==> src/rtl/alu_pkg.sv <==
// Shared opcode and flag definitions for the pipelined ALU.
package alu_pkg;

    localparam int FLAGS_W = 4;

    localparam logic [2:0] OP_ADD = 3'd0;
    localparam logic [2:0] OP_SUB = 3'd1;
    localparam logic [2:0] OP_AND = 3'd2;
    localparam logic [2:0] OP_OR  = 3'd3;
    localparam logic [2:0] OP_XOR = 3'd4;
    localparam logic [2:0] OP_SHL = 3'd5;
    localparam logic [2:0] OP_SHR = 3'd6;
    localparam logic [2:0] OP_ACC = 3'd7;

    localparam int F_C = 3;
    localparam int F_Z = 2;
    localparam int F_N = 1;
    localparam int F_V = 0;

endpackage

==> src/rtl/alu_pipe_dp.sv <==
// Combinational ALU datapath: result, {C,Z,N,V} and next accumulator.
module alu_pipe_dp
    import alu_pkg::*;
#(
    parameter int WIDTH  = 4,
    parameter bit ACC_EN = 1'b1
) (
    input  logic [2:0]         op,
    input  logic [WIDTH-1:0]   a,
    input  logic [WIDTH-1:0]   b,
    input  logic [WIDTH-1:0]   acc,
    output logic [WIDTH-1:0]   result,
    output logic [FLAGS_W-1:0] flags,
    output logic [WIDTH-1:0]   acc_next
);

    localparam int SH_W = $clog2(WIDTH);
    localparam int MSB  = WIDTH - 1;
    localparam logic [WIDTH-1:0] WMOD = WIDTH[WIDTH-1:0];

    logic [SH_W-1:0] sh;
    logic [WIDTH:0]  sum, dif, accs, shl_w, shr_w;
    logic            c, v;

    assign sh    = SH_W'(b % WMOD);
    assign sum   = {1'b0, a} + {1'b0, b};
    assign dif   = {1'b0, a} - {1'b0, b};
    assign accs  = {1'b0, acc} + {1'b0, a};
    // Extra bit on each side catches the last bit shifted out.
    assign shl_w = {1'b0, a} << sh;
    assign shr_w = {a, 1'b0} >> sh;

    always_comb begin
        result   = '0;
        c        = 1'b0;
        v        = 1'b0;
        acc_next = acc;
        unique case (op)
            OP_ADD: begin
                result = sum[WIDTH-1:0];
                c      = sum[WIDTH];
                v      = (a[MSB] == b[MSB]) && (result[MSB] != a[MSB]);
            end
            OP_SUB: begin
                result = dif[WIDTH-1:0];
                c      = dif[WIDTH];
                v      = (a[MSB] != b[MSB]) && (result[MSB] != a[MSB]);
            end
            OP_AND: result = a & b;
            OP_OR:  result = a | b;
            OP_XOR: result = a ^ b;
            OP_SHL: begin
                result = shl_w[WIDTH-1:0];
                c      = shl_w[WIDTH];
            end
            OP_SHR: begin
                result = shr_w[WIDTH:1];
                c      = shr_w[0];
            end
            OP_ACC: begin
                if (ACC_EN) begin
                    result   = accs[WIDTH-1:0];
                    c        = accs[WIDTH];
                    v        = (acc[MSB] == a[MSB]) && (result[MSB] != acc[MSB]);
                    acc_next = result;
                end else begin
                    result = a;
                end
            end
            default: ;
        endcase
    end

    always_comb begin
        flags      = '0;
        flags[F_C] = c;
        flags[F_Z] = (result == '0);
        flags[F_N] = result[MSB];
        flags[F_V] = v;
    end

endmodule

==> src/rtl/alu_pipe.sv <==
// Two-stage pipelined ALU with accumulator and valid/ready handshakes.
module alu_pipe
    import alu_pkg::*;
#(
    parameter int WIDTH  = 4,
    parameter bit ACC_EN = 1'b1
) (
    input  logic               clk,
    input  logic               rst,
    input  logic               en,
    input  logic               in_valid,
    output logic               in_ready,
    input  logic [2:0]         op,
    input  logic [WIDTH-1:0]   in_a,
    input  logic [WIDTH-1:0]   in_b,
    input  logic               acc_clr,
    output logic               out_valid,
    input  logic               out_ready,
    output logic [WIDTH-1:0]   result,
    output logic [FLAGS_W-1:0] flags,
    output logic [WIDTH-1:0]   acc_out
);

    logic               s1_v_q, s1_v_d;
    logic [2:0]         op_q, op_d;
    logic [WIDTH-1:0]   a_q, a_d, b_q, b_d;
    logic               ov_q, ov_d;
    logic [WIDTH-1:0]   res_q, res_d;
    logic [FLAGS_W-1:0] fl_q, fl_d;
    logic [WIDTH-1:0]   acc_q, acc_d;

    logic [WIDTH-1:0]   dp_res, dp_acc;
    logic [FLAGS_W-1:0] dp_fl;
    logic               s2_load, accept;

    alu_pipe_dp #(
        .WIDTH  (WIDTH),
        .ACC_EN (ACC_EN)
    ) u_dp (
        .op       (op_q),
        .a        (a_q),
        .b        (b_q),
        .acc      (acc_q),
        .result   (dp_res),
        .flags    (dp_fl),
        .acc_next (dp_acc)
    );

    assign s2_load  = en && s1_v_q && (!ov_q || out_ready);
    assign in_ready = !rst && en && (!s1_v_q || s2_load);
    assign accept   = in_valid && in_ready;

    always_comb begin
        s1_v_d = s1_v_q;
        op_d   = op_q;
        a_d    = a_q;
        b_d    = b_q;
        ov_d   = ov_q;
        res_d  = res_q;
        fl_d   = fl_q;
        acc_d  = acc_q;
        if (accept) begin
            s1_v_d = 1'b1;
            op_d   = op;
            a_d    = in_a;
            b_d    = in_b;
        end else if (s2_load) begin
            s1_v_d = 1'b0;
        end
        if (s2_load) begin
            ov_d  = 1'b1;
            res_d = dp_res;
            fl_d  = dp_fl;
        end else if (ov_q && out_ready) begin
            ov_d = 1'b0;
        end
        // A clear beats a coincident ACC write; the ACC result still used the old value.
        if (acc_clr) begin
            acc_d = '0;
        end else if (s2_load) begin
            acc_d = dp_acc;
        end
    end

    always_ff @(posedge clk or posedge rst) begin
        if (rst) begin
            s1_v_q <= 1'b0;
            op_q   <= '0;
            a_q    <= '0;
            b_q    <= '0;
            ov_q   <= 1'b0;
            res_q  <= '0;
            fl_q   <= '0;
            acc_q  <= '0;
        end else begin
            s1_v_q <= s1_v_d;
            op_q   <= op_d;
            a_q    <= a_d;
            b_q    <= b_d;
            ov_q   <= ov_d;
            res_q  <= res_d;
            fl_q   <= fl_d;
            acc_q  <= acc_d;
        end
    end

    assign out_valid = ov_q;
    assign result    = res_q;
    assign flags     = fl_q;
    assign acc_out   = acc_q;

endmodule

==> config.mk <==
export PLATFORM = sky130hd
export DESIGN_NAME = alu_pipe
export DESIGN_NICKNAME = d
export VERILOG_FILES = /design/src/rtl/alu_pkg.sv /design/src/rtl/alu_pipe_dp.sv /design/src/rtl/alu_pipe.sv
export SDC_FILE = /design/constraint.sdc
export NUM_CORES = 1
export LEC_CHECK = 0
export CELL_PAD_IN_SITES_DETAIL_PLACEMENT = 1
export CELL_PAD_IN_SITES_GLOBAL_PLACEMENT = 1
export CORE_ASPECT_RATIO = 0.8
export CORE_MARGIN = 5
export CORE_UTILIZATION = 36
export DETAILED_ROUTE_END_ITERATION = 8
export PLACE_DENSITY_LB_ADDON = 0.1
export SKIP_LAST_GASP = 1
export SYNTH_ARGS = -nofsm -noshare
export SYNTH_HDL_FRONTEND = slang
export SYNTH_SLANG_ARGS = --single-unit
export TNS_END_PERCENT = 1
==> constraint.sdc <==
create_clock -name clk -period 2.1 [get_ports clk]
set_input_delay 0.315 -clock clk [delete_from_list [all_inputs] [get_ports clk]]
set_output_delay 0.315 -clock clk [all_outputs]
set_load 0.05 [all_outputs]
==> out/metrics.cfg, run 1 <==
[run_status]
status=finished with violations
failed_checks=negative setup slack

[final_layout]
drive_above_1_share_pct=24.39
syn_to_final_growth_pct=37.86
num_antenna_cells=0
stdcell_count=349
fin_nets=325
fill_cells=614
final_cell_mix=buf_4, clkdlybuf4s50_1, nand2_1, nor2_1, dfrtp_1
final_cell_area_um2=2670
mostFrequentLayoutCell=buf_4

[grt]
grt_pass1_vias=1895
track_usage_pct=17.56
grt_pass1_wl_mm=9.528
antenna_found_initial=0
grt_max_degree=25
overflow=0

[route]
wl_mm=5.735
drcViolationCount=0
drt_first_iter_violations=81
via_per_inst=5.292
routed-via-count=1847
wire_per_inst_um=16.43
ant_nets=0
drtPass1Iterations=4

[power_and_ir_drop]
powerDensity_nw_per_um2=1598
p_switching_uw=2021
p_comb_share_pct=71.4
p_clk_share_pct=7.7
swShare_pct=47.36
ir_drop_mv=0.5946
p_leak_uw=0.001170
power_frac_seq_pct=20.9
p_int_uw=2246

[place]
dp_cells=342
place_hpwl_mm=4.657
pre_cts_slack_ns=-0.2140
place_area_um2=2581
portBuffers=30
place_congestion=0.8432

[timing]
period_share_pct=108.3
rsz0062_at_grt=true
setup_tns_ns=-0.3545
worstMarginPinSlew_ns=0.5943
max_freq_mhz=439.5
min_period_ns=2.275
finClkSkew_ns=0.002160
setup_viol=4
relSlewSlack_pct=60.38
worst_slack_ns=-0.1751
finalHoldViolCount=0
drv_slew=0

[floorplan]
die_area_um2=6956
dieHeight_um=75.61
core_um2=5122
initial_utilization_pct=37.81
core.rowCount=23
dieWidth_um=92.01
pin_count=31

[worst_setup_path]
critPathBufInv=1
worstPathArrival_ns=2.48
worstSetupStartpointType=flop
r2r_end=flags[2]
end_kind=flop
path_class=flop to flop
critPathSlowestCell=fa_2
critPathMaxStageDelay_ns=0.53
critPathTopFamily=adder cells
worstPathRequired_ns=2.31
r2r_cells=8
worstPathCellList=ha_4 -> inv_1 -> fa_2 -> o21ai_0 -> o22ai_1 -> a21oi_2 -> or4_1 -> o21ai_1
rrSetupSlack_ns=-0.18
path_max_fanout=4
reg2reg_from=a_q[0]

[clock_network]
cts-root-buf=clkbuf_8
tritoncts=yes
clk_pin_slew_ns=0.09
cts.sinks=24
cts_max_level=1
numCtsBuffers=3
clock_latency_ns=0.27
cts_max_path_buffers=2

[synthesis]
synth_cell_type_count=45
yosys_register_bits=24
synth_edf_count=0
avgSynthCellArea_um2=8.647
yosysSeqAreaShare_pct=31.01
async_reset_ff_share_pct=100.0
yosysWarnings=0
synth_nets=261
syn-cell-area_um2=1937
synthCells=224
synthFlopType=dfrtp_1

[min_path]
hp-class=input port to async pin

[run]
maxCapViolations=0

## worst register-to-register path: stages (launching register included)
cell and delay, ns:
dfrtp_2 0.44, ha_4 0.15, inv_1 0.05, fa_2 0.53
o21ai_0 0.09, o22ai_1 0.23, a21oi_2 0.09, or4_1 0.51
o21ai_1 0.12
## cell usage after synthesis, types with 3 or more instances
library cell / count / share of area (%)
nand3_1: 4 / 1.0
nor2_1: 23 / 4.5
inv_1: 14 / 2.7
dfrtp_1: 24 / 31
mux2i_1: 7 / 3.6
buf_2: 6 / 1.6
nor3_1: 3 / 0.77
nand2_1: 26 / 5.0
o22ai_1: 3 / 0.97
buf_4: 3 / 1.2
ha_1: 17 / 11
a31oi_1: 3 / 0.97
clkbuf_1: 3 / 0.58
fa_1: 3 / 3.1
o21ai_0: 17 / 4.4
mux2_2: 7 / 4.1
a21o_1: 4 / 1.6
o211ai_1: 3 / 1.2
a22oi_1: 3 / 1.2
nand2b_1: 6 / 1.9
a21oi_1: 9 / 2.3
xnor2_1: 6 / 2.7
## registers in the layout (all words and copies together), names as in the netlist
name       cells
a_q            4
acc_out        4
b_q            4
flags          4
op_q           3
result         3
out_valid      1
s1_v_q         1
## per-layer routing
layer	GRT usage, %	up-vias	wire [um]
met5	0	-	0
met4	1.483	0	14
met3	2.468	2	281
met2	31.39	37	2711
met1	23.92	900	2727
li1	-	908	-
## cells by family (layout without fill, tap and decap cells)
kind of cell    after synthesis  after routing  synth area share (%)
xor+xnor                      7              7                 3.165
mux                          15             15                 8.463
buf+inv                      28             91                 6.783
fa+ha+maj                    20             20                 14.08
compound gates               57             57                 19.19
simple gates                 73             73                 17.31
flops                        24             24                 31.01
## layout make-up
| class | instances | area, um^2 | share of cell area (%) |
|---|---|---|---|
| Tap cell | 62 | 77.57 | 2.905 |
| Timing Repair Buffer | 73 | 633.1 | 23.71 |
| Multi-Input combinational cell | 172 | 1242 | 46.53 |
| Clock buffer | 4 | 55.05 | 2.062 |
| Sequential cell | 24 | 605.6 | 22.68 |
| Inverter | 14 | 56.30 | 2.109 |
## worst max path at each step
stage	depth (start not counted)	end	slack [ns]	startpoint
floorplan	9	flags[2]	-0.09	a_q[0]
global placement	9	flags[2]	-0.18	a_q[0]
detailed placement	9	flags[2]	-0.21	a_q[0]
CTS	8	flags[2]	-0.16	a_q[0]
global route	8	flags[2]	-0.29	a_q[0]
finish	8	flags[2]	-0.18	a_q[0]
## timing repair
item | 4_1_cts | 5_1_grt
resized for setup | 3 | 1
pin swaps | 2 | 1
hold endpoints to repair | 0 | 0
endpoints found under the setup margin | 3 | 6
setup buffers | 3 | 0
hold buffers | 0 | 0
## metrics by stage
step                hold slack (ns)  utilization [%]  total power (uW)
floorplan                    0.1970                -              2687
global placement             0.4627            50.39              3776
detailed placement           0.4765            50.39              3844
CTS                          0.4700            52.05              4280
global route                 0.4914            52.13              4644
finish                       0.4642            52.13              4267
## power groups by stage
| stage | Combinational (uW) | Clock [uW] | Sequential (uW) |
|---|---|---|---|
| 2_1_floorplan | 1650 | 0 | 1040 |
| 3_3_place_gp | 2880 | 0 | 895 |
| 3_5_place_dp | 2940 | 0 | 903 |
| 4_1_cts | 3040 | 346 | 892 |
| 5_1_grt | 3350 | 365 | 930 |
| 6_report | 3050 | 327 | 893 |
(Power assumes the default switching activity.)
==> inputs of run 2 (changes only) <==
- SETUP_SLACK_MARGIN: not set -> 0.02
==> results of run 2 <==
No change in the layout: final DEF, timing and power equal those of run 1.
